**src/rtl/mem_access_if.sv**
```systemverilog
`default_nettype none
// +--------------------------------------------------------------------+
// | mem_access_if : word-wide request/ack memory bus                    |
// | Rev 1.0                                                             |
// +--------------------------------------------------------------------+
interface mem_access_if;
  logic        bus_req;
  logic        bus_we;
  logic [29:0] bus_addr;
  logic [3:0]  bus_be;
  logic [31:0] bus_wdata;
  logic [31:0] bus_rdata;
  logic        bus_ack;

  modport master (
    output bus_req, bus_we, bus_addr, bus_be, bus_wdata,
    input  bus_rdata, bus_ack
  );

  modport slave (
    input  bus_req, bus_we, bus_addr, bus_be, bus_wdata,
    output bus_rdata, bus_ack
  );
endinterface
`default_nettype wire

```
**src/rtl/mem_access.sv**
```systemverilog
`default_nettype none
// +--------------------------------------------------------------------+
// | mem_access : load/store unit bridging a CPU step to a req/ack bus   |
// | Rev 1.0                                                             |
// +--------------------------------------------------------------------+
module mem_access #(
  parameter int TIMEOUT = 255
) (
  input  logic        clk,
  input  logic        reset_n,
  input  logic [2:0]  mem_read_op,
  input  logic [1:0]  mem_write_op,
  input  logic [31:0] addr,
  input  logic [31:0] wdata,
  output logic [31:0] rdata,
  output logic        busy,
  output logic        done,
  output logic        err,
  mem_access_if.master bus
);

  localparam logic [2:0] C_LNONE = 3'b111;
  localparam logic [1:0] C_SNONE = 2'b11;
  localparam logic [1:0] C_SZ_B  = 2'd0;
  localparam logic [1:0] C_SZ_H  = 2'd1;
  localparam logic [1:0] C_SZ_W  = 2'd2;
  localparam logic [8:0] C_TO    = 9'(TIMEOUT);

  typedef enum logic [1:0] {
    S_IDLE = 2'd0,
    S_REQ  = 2'd1,
    S_DONE = 2'd2
  } state_t;

  state_t      state_q;
  logic [7:0]  cnt_q;
  logic [31:0] rdata_q;
  logic        err_q;
  logic        bus_req_q;
  logic        bus_we_q;
  logic [29:0] bus_addr_q;
  logic [3:0]  bus_be_q;
  logic [31:0] bus_wdata_q;
  logic [1:0]  ld_size_q;
  logic        ld_signed_q;
  logic [1:0]  ld_off_q;

  logic        wr_present_d;
  logic        rd_present_d;
  logic        op_present_d;
  logic [1:0]  size_d;
  logic        misalign_d;
  logic [3:0]  be_d;
  logic [31:0] wdata_d;
  logic [31:0] shifted_d;
  logic [31:0] ld_data_d;
  logic [8:0]  cnt_inc_d;
  logic        timeout_hit_d;

  assign wr_present_d = (mem_write_op != C_SNONE);
  assign rd_present_d = (mem_read_op != C_LNONE);
  assign op_present_d = wr_present_d | rd_present_d;

  // A store wins over a simultaneous load, so size comes from the store op first.
  always_comb begin
    size_d = C_SZ_W;
    if (wr_present_d) begin
      case (mem_write_op)
        2'b00:   size_d = C_SZ_B;
        2'b01:   size_d = C_SZ_H;
        default: size_d = C_SZ_W;
      endcase
    end else begin
      case (mem_read_op[1:0])
        2'b00:   size_d = C_SZ_B;
        2'b01:   size_d = C_SZ_H;
        default: size_d = C_SZ_W;
      endcase
    end
  end

  always_comb begin
    misalign_d = 1'b0;
    be_d       = 4'b1111;
    wdata_d    = wdata;
    case (size_d)
      C_SZ_B: begin
        be_d    = 4'b0001 << addr[1:0];
        wdata_d = {4{wdata[7:0]}};
      end
      C_SZ_H: begin
        misalign_d = addr[0];
        be_d       = addr[1] ? 4'b1100 : 4'b0011;
        wdata_d    = {2{wdata[15:0]}};
      end
      default: begin
        misalign_d = |addr[1:0];
      end
    endcase
  end

  always_comb begin
    shifted_d = bus.bus_rdata >> {ld_off_q, 3'b000};
    ld_data_d = bus.bus_rdata;
    case (ld_size_q)
      C_SZ_B:  ld_data_d = {{24{ld_signed_q & shifted_d[7]}}, shifted_d[7:0]};
      C_SZ_H:  ld_data_d = {{16{ld_signed_q & shifted_d[15]}}, shifted_d[15:0]};
      default: ld_data_d = bus.bus_rdata;
    endcase
  end

  // Timeout fires on the cycle the no-ack count reaches the limit.
  assign cnt_inc_d     = {1'b0, cnt_q} + 9'd1;
  assign timeout_hit_d = (cnt_inc_d >= C_TO);

  always_ff @(posedge clk or negedge reset_n) begin
    if (!reset_n) begin
      state_q     <= S_IDLE;
      cnt_q       <= 8'd0;
      rdata_q     <= 32'd0;
      err_q       <= 1'b0;
      bus_req_q   <= 1'b0;
      bus_we_q    <= 1'b0;
      bus_addr_q  <= 30'd0;
      bus_be_q    <= 4'd0;
      bus_wdata_q <= 32'd0;
      ld_size_q   <= C_SZ_W;
      ld_signed_q <= 1'b0;
      ld_off_q    <= 2'd0;
    end else begin
      case (state_q)
        S_IDLE: begin
          err_q <= 1'b0;
          if (op_present_d) begin
            if (misalign_d) begin
              state_q <= S_DONE;
              err_q   <= 1'b1;
              rdata_q <= 32'd0;
            end else begin
              state_q     <= S_REQ;
              cnt_q       <= 8'd0;
              bus_req_q   <= 1'b1;
              bus_we_q    <= wr_present_d;
              bus_addr_q  <= addr[31:2];
              bus_be_q    <= be_d;
              bus_wdata_q <= wdata_d;
              ld_size_q   <= size_d;
              ld_signed_q <= ~mem_read_op[2];
              ld_off_q    <= addr[1:0];
            end
          end
        end
        S_REQ: begin
          if (bus.bus_ack) begin
            state_q   <= S_DONE;
            bus_req_q <= 1'b0;
            err_q     <= 1'b0;
            rdata_q   <= bus_we_q ? 32'd0 : ld_data_d;
          end else if (timeout_hit_d) begin
            state_q   <= S_DONE;
            bus_req_q <= 1'b0;
            err_q     <= 1'b1;
            rdata_q   <= 32'd0;
          end else begin
            cnt_q <= cnt_inc_d[7:0];
          end
        end
        S_DONE: begin
          state_q <= S_IDLE;
          err_q   <= 1'b0;
        end
        default: begin
          state_q <= S_IDLE;
        end
      endcase
    end
  end

  // busy is combinational in IDLE so a new op stalls the step in its issue cycle.
  assign busy  = reset_n & ((state_q == S_REQ) | ((state_q == S_IDLE) & op_present_d));
  assign done  = (state_q == S_DONE);
  assign err   = err_q;
  assign rdata = rdata_q;

  assign bus.bus_req   = bus_req_q;
  assign bus.bus_we    = bus_we_q;
  assign bus.bus_addr  = bus_addr_q;
  assign bus.bus_be    = bus_be_q;
  assign bus.bus_wdata = bus_wdata_q;

endmodule
`default_nettype wire

```
**src/flat_wrapper.sv**
```systemverilog
// flat-port wrapper written by rule: the top's interface ports become plain ports
module mem_access_flat 
#(
  parameter int TIMEOUT = 255
)
  (clk, reset_n, mem_read_op, mem_write_op, addr, wdata, rdata, busy, done, err, bus_bus_req, bus_bus_we, bus_bus_addr, bus_bus_be, bus_bus_wdata, bus_bus_rdata, bus_bus_ack);
  mem_access_if bus_i ();
  input  logic clk;
  input  logic reset_n;
  input  logic [2:0] mem_read_op;
  input  logic [1:0] mem_write_op;
  input  logic [31:0] addr;
  input  logic [31:0] wdata;
  output logic [31:0] rdata;
  output logic busy;
  output logic done;
  output logic err;
  output wire logic [$bits(bus_i.bus_req)-1:0] bus_bus_req;
  output wire logic [$bits(bus_i.bus_we)-1:0] bus_bus_we;
  output wire logic [$bits(bus_i.bus_addr)-1:0] bus_bus_addr;
  output wire logic [$bits(bus_i.bus_be)-1:0] bus_bus_be;
  output wire logic [$bits(bus_i.bus_wdata)-1:0] bus_bus_wdata;
  input wire logic [$bits(bus_i.bus_rdata)-1:0] bus_bus_rdata;
  input wire logic [$bits(bus_i.bus_ack)-1:0] bus_bus_ack;
  assign bus_bus_req = bus_i.bus_req;
  assign bus_bus_we = bus_i.bus_we;
  assign bus_bus_addr = bus_i.bus_addr;
  assign bus_bus_be = bus_i.bus_be;
  assign bus_bus_wdata = bus_i.bus_wdata;
  assign bus_i.bus_rdata = bus_bus_rdata;
  assign bus_i.bus_ack = bus_bus_ack;
  mem_access #(.TIMEOUT(TIMEOUT)) u_core (.clk(clk), .reset_n(reset_n), .mem_read_op(mem_read_op), .mem_write_op(mem_write_op), .addr(addr), .wdata(wdata), .rdata(rdata), .busy(busy), .done(done), .err(err), .bus(bus_i));
endmodule
```
**config.mk**
```make
export PLATFORM = sky130hd
export DESIGN_NAME = mem_access_flat
export DESIGN_NICKNAME = d
export VERILOG_FILES = /design/src/rtl/mem_access_if.sv /design/src/rtl/mem_access.sv /design/src/flat_wrapper.sv
export SDC_FILE = /design/constraint.sdc
export NUM_CORES = 1
export LEC_CHECK = 0
export BUFFER_PORTS_ARGS = -buffer_cell sky130_fd_sc_hd__buf_2
export CAP_MARGIN = 20
export CORE_UTILIZATION = 45
export DETAILED_ROUTE_END_ITERATION = 6
export PLACE_DENSITY = 0.73
export SKIP_LAST_GASP = 1
export SYNTH_ARGS = -nofsm -noshare
export SYNTH_HDL_FRONTEND = slang
export SYNTH_SLANG_ARGS = --single-unit
export TNS_END_PERCENT = 10
```
**constraint.sdc**
```tcl
create_clock -name clk -period 5.7 [get_ports clk]
set_input_delay 1.14 -clock clk [delete_from_list [all_inputs] [get_ports clk]]
set_output_delay 1.14 -clock clk [all_outputs]
set_load 0.01 [all_outputs]
```
==> impl_metrics.tcl <==
set metrics [dict create \
    status "finished clean" \
    critPathLaunchType "flop" \
    nNetsFinal 847 \
    finalCritPeriodShare_pct 59.2 \
    cts_buffers 17 \
    yosysMostFrequentCell "dfrtp_1" \
    htree_levels 4 \
    hold_viol_final 0 \
    maxCapViolCount 0 \
    antenna_found_initial 0 \
    fin_area_um2 7710 \
    portBuffers 206 \
    critical_path_buf_inv_count 2 \
    placedCellCount 889 \
    endpoint_kind "flop" \
    rsz0062_at_grt "no" \
    yosys.area.top_type "dfrtp_1" \
    hold_class "flop to flop" \
    ir_worst_vdd_mv 0.286 \
    synth_nets 651 \
    first_iter_violations 345 \
    cts_resized 0 \
    cp_slowest_cell "nor3_4" \
    routed_via_density 5.52 \
    remaining_drc_errors 0 \
    postCtsHoldBufs 0 \
    slew_headroom_pct 32.1 \
    track_usage_pct 24.0 \
    cts_tree "done" \
    crit_path_max_fanout 17 \
    yosys-top-cells-count "dfrtp_1 (115), nor2_1 (66), mux2_2 (51), a21oi_1 (48), mux2i_1 (41)" \
    place_congestion 0.818 \
    placed_area_um2 7120 \
    syn_avg_cell_area_um2 11.1 \
    ys_ff_latch 116 \
    antennaDiodeCount 0 \
    max_freq_mhz 296 \
    p_leak_nw 3.71 \
    synth_edf_count 0 \
    power_density_nw_per_um2 514 \
    yosys-top-cells-area "dfrtp_1 (48%), mux2_2 (9.6%), mux2i_1 (6.9%)" \
    drive_above_1_share_pct 43.5 \
    initial_core_util_pct 46.8 \
    multi_input_area_um2 2850 \
    insertion_delay_ps 410 \
    clkTransAtPathRegs_ps 50 \
    path_delay_family "simple AND/OR/NAND/NOR gates" \
    wl_per_cell_um 17.4 \
    finalMaxSlewViolations 0 \
    path_cells "inv_1 > ha_1 > o21bai_1 > o2111ai_1 > o221a_2 > nor3_4 > buf_4 > mux2_4" \
    synthCells 541 \
    final.setup.tns_ps 0 \
    fp.dieW_um 117 \
    worst_pin_slew_ps 1020 \
    grt_max_degree 92 \
    cts-root-to-sink-buffers 2 \
    die-area_um2 13800 \
    yosysWarningCount 0 \
    num_io_pins 207 \
    wl_um 16000 \
    clock-sinks 116 \
    hpwl_um 11400 \
    yosys.area.top_type_share_pct 48.1 \
    firstDrtPassIters 5 \
    setup_viol 0 \
    nFillCells 1062 \
    vias 5088 \
    grt_first_pass_wirelength_um 25000 \
    finalPower_mw 3.97 \
    async_flop_share_pct 100 \
    whs_ps 500 \
    dp_slack_ps 2010 \
    cts_root_buf "clkbuf_16" \
    antenna_left 0 \
    min_period_ps 3370 \
    post-cts-setup-buffer-count 0 \
    grt_overflow_total 0 \
    design.core.area_um2 12800 \
    cp.arrival_ps 3670 \
    cp_slowest_stage_delay_ps 840 \
    regArea_um2 2900 \
    synth-seq-area-share_pct 48.6 \
    synth_ff_type "dfrtp_1" \
    rrSetupSlack_ps 2330 \
    skew_ps 5.84 \
    ys_types 52 \
    final_cells 922 \
    rows 41 \
    fp.dieH_um 117 \
    path_class "flop to flop" \
    post-route-util_pct 60.4 \
    setup_ws_ps 2330 \
    worstPathRequired_ps 5990 \
    grt_pass1_vias 5013 \
    syn_area_um2 5980 \
    syn2layout_area_growth_pct 29.0 \
]
==> per-layer routing <==
| layer | vias up | share of wire, % | wire [µm] | global-route usage (%) |
|---|---|---|---|---|
| li1 | 2352 | - | - | - |
| met1 | 2471 | 41 | 6610 | 29.0 |
| met2 | 234 | 49 | 7780 | 39.7 |
| met3 | 31 | 7.8 | 1260 | 7.11 |
| met4 | 0 | 2.4 | 385 | 11.0 |
| met5 | - | 0 | 0 | 0 |
==> placed cells by master, fill, tap and decap left out, types with 2 or more instances in the layout <==
cell and count:
clkinvlp_4 2, bufinv_16 2, nor3_1 6, mux2i_1 41, or2_2 2, o21ai_0 22
nand2_1 17, clkbuf_8 4, o2bb2ai_1 8, nand3_1 5, nand4b_1 3, nor2b_1 5
buf_2 205, o211ai_1 2, a31oi_1 4, dfrtp_1 115, nand2b_1 7, clkbuf_1 3
mux2_4 23, mux2_2 51, inv_1 20, ha_1 6, buf_4 7, o32ai_1 3
nor2_1 66, a22oi_1 8, a21oi_1 48, and3_1 2, clkinv_2 3, clkbuf_16 17
o221ai_1 15
==> final timing paths <==
check | end | cells past startpoint | startpoint
min in group asynchronous | u_core.bus.bus_wdata[17]$_DFFE_PN0P_ | 1 | reset_n
hold / removal | u_core.bus.bus_addr[6]$_DFFE_PN0P_ | 1 | u_core.bus.bus_addr[6]$_DFFE_PN0P_
hold reg to reg | u_core.bus.bus_addr[6]$_DFFE_PN0P_ | 1 | u_core.bus.bus_addr[6]$_DFFE_PN0P_
max in group asynchronous | u_core.rdata[29]$_DFFE_PN0P_ | 2 | reset_n
setup / recovery | u_core.rdata[10]$_DFFE_PN0P_ | 8 | u_core.cnt_q[0]$_DFFE_PN0P_
setup reg to reg | u_core.rdata[10]$_DFFE_PN0P_ | 8 | u_core.cnt_q[0]$_DFFE_PN0P_
==> area by class of cell <==
class,count,share of cell area (%)
Timing Repair Buffer,212,14.0
Clock buffer,24,6.37
Multi-Input combinational cell,370,37.0
Sequential cell,116,37.6
Inverter,20,0.973
Clock inverter,8,1.28
Tap cell,172,2.79
==> cell families after synthesis <==
logic type | count (synthesis) | share of synthesized area [%]
AO/OA/AOI/OAI | 127 | 14.1
AND/OR/NAND/NOR | 119 | 9.14
multiplexers | 116 | 22.6
flip-flops | 116 | 48.6
buffers and inverters | 55 | 4.00
adder cells (fa/ha/maj) | 6 | 1.26
XOR/XNOR | 2 | 0.293
==> state kept, by name (all words and copies together), names as in the netlist, 2 cells and up <==
signal                flops
u_core.ld_off_q           2
u_core.bus.bus_be         4
u_core.rdata             32
u_core.bus.bus_wdata     32
u_core.cnt_q              8
u_core.state_q            2
u_core.bus.bus_addr      30
u_core.ld_size_q          2
==> power breakdown <==
group / switching (mW) / internal, mW
Combinational: 0.848 / 0.682
Sequential: 0.239 / 1.14
Clock: 0.373 / 0.688
Total: 1.46 / 2.51
Power figures use the tool's default switching activity.
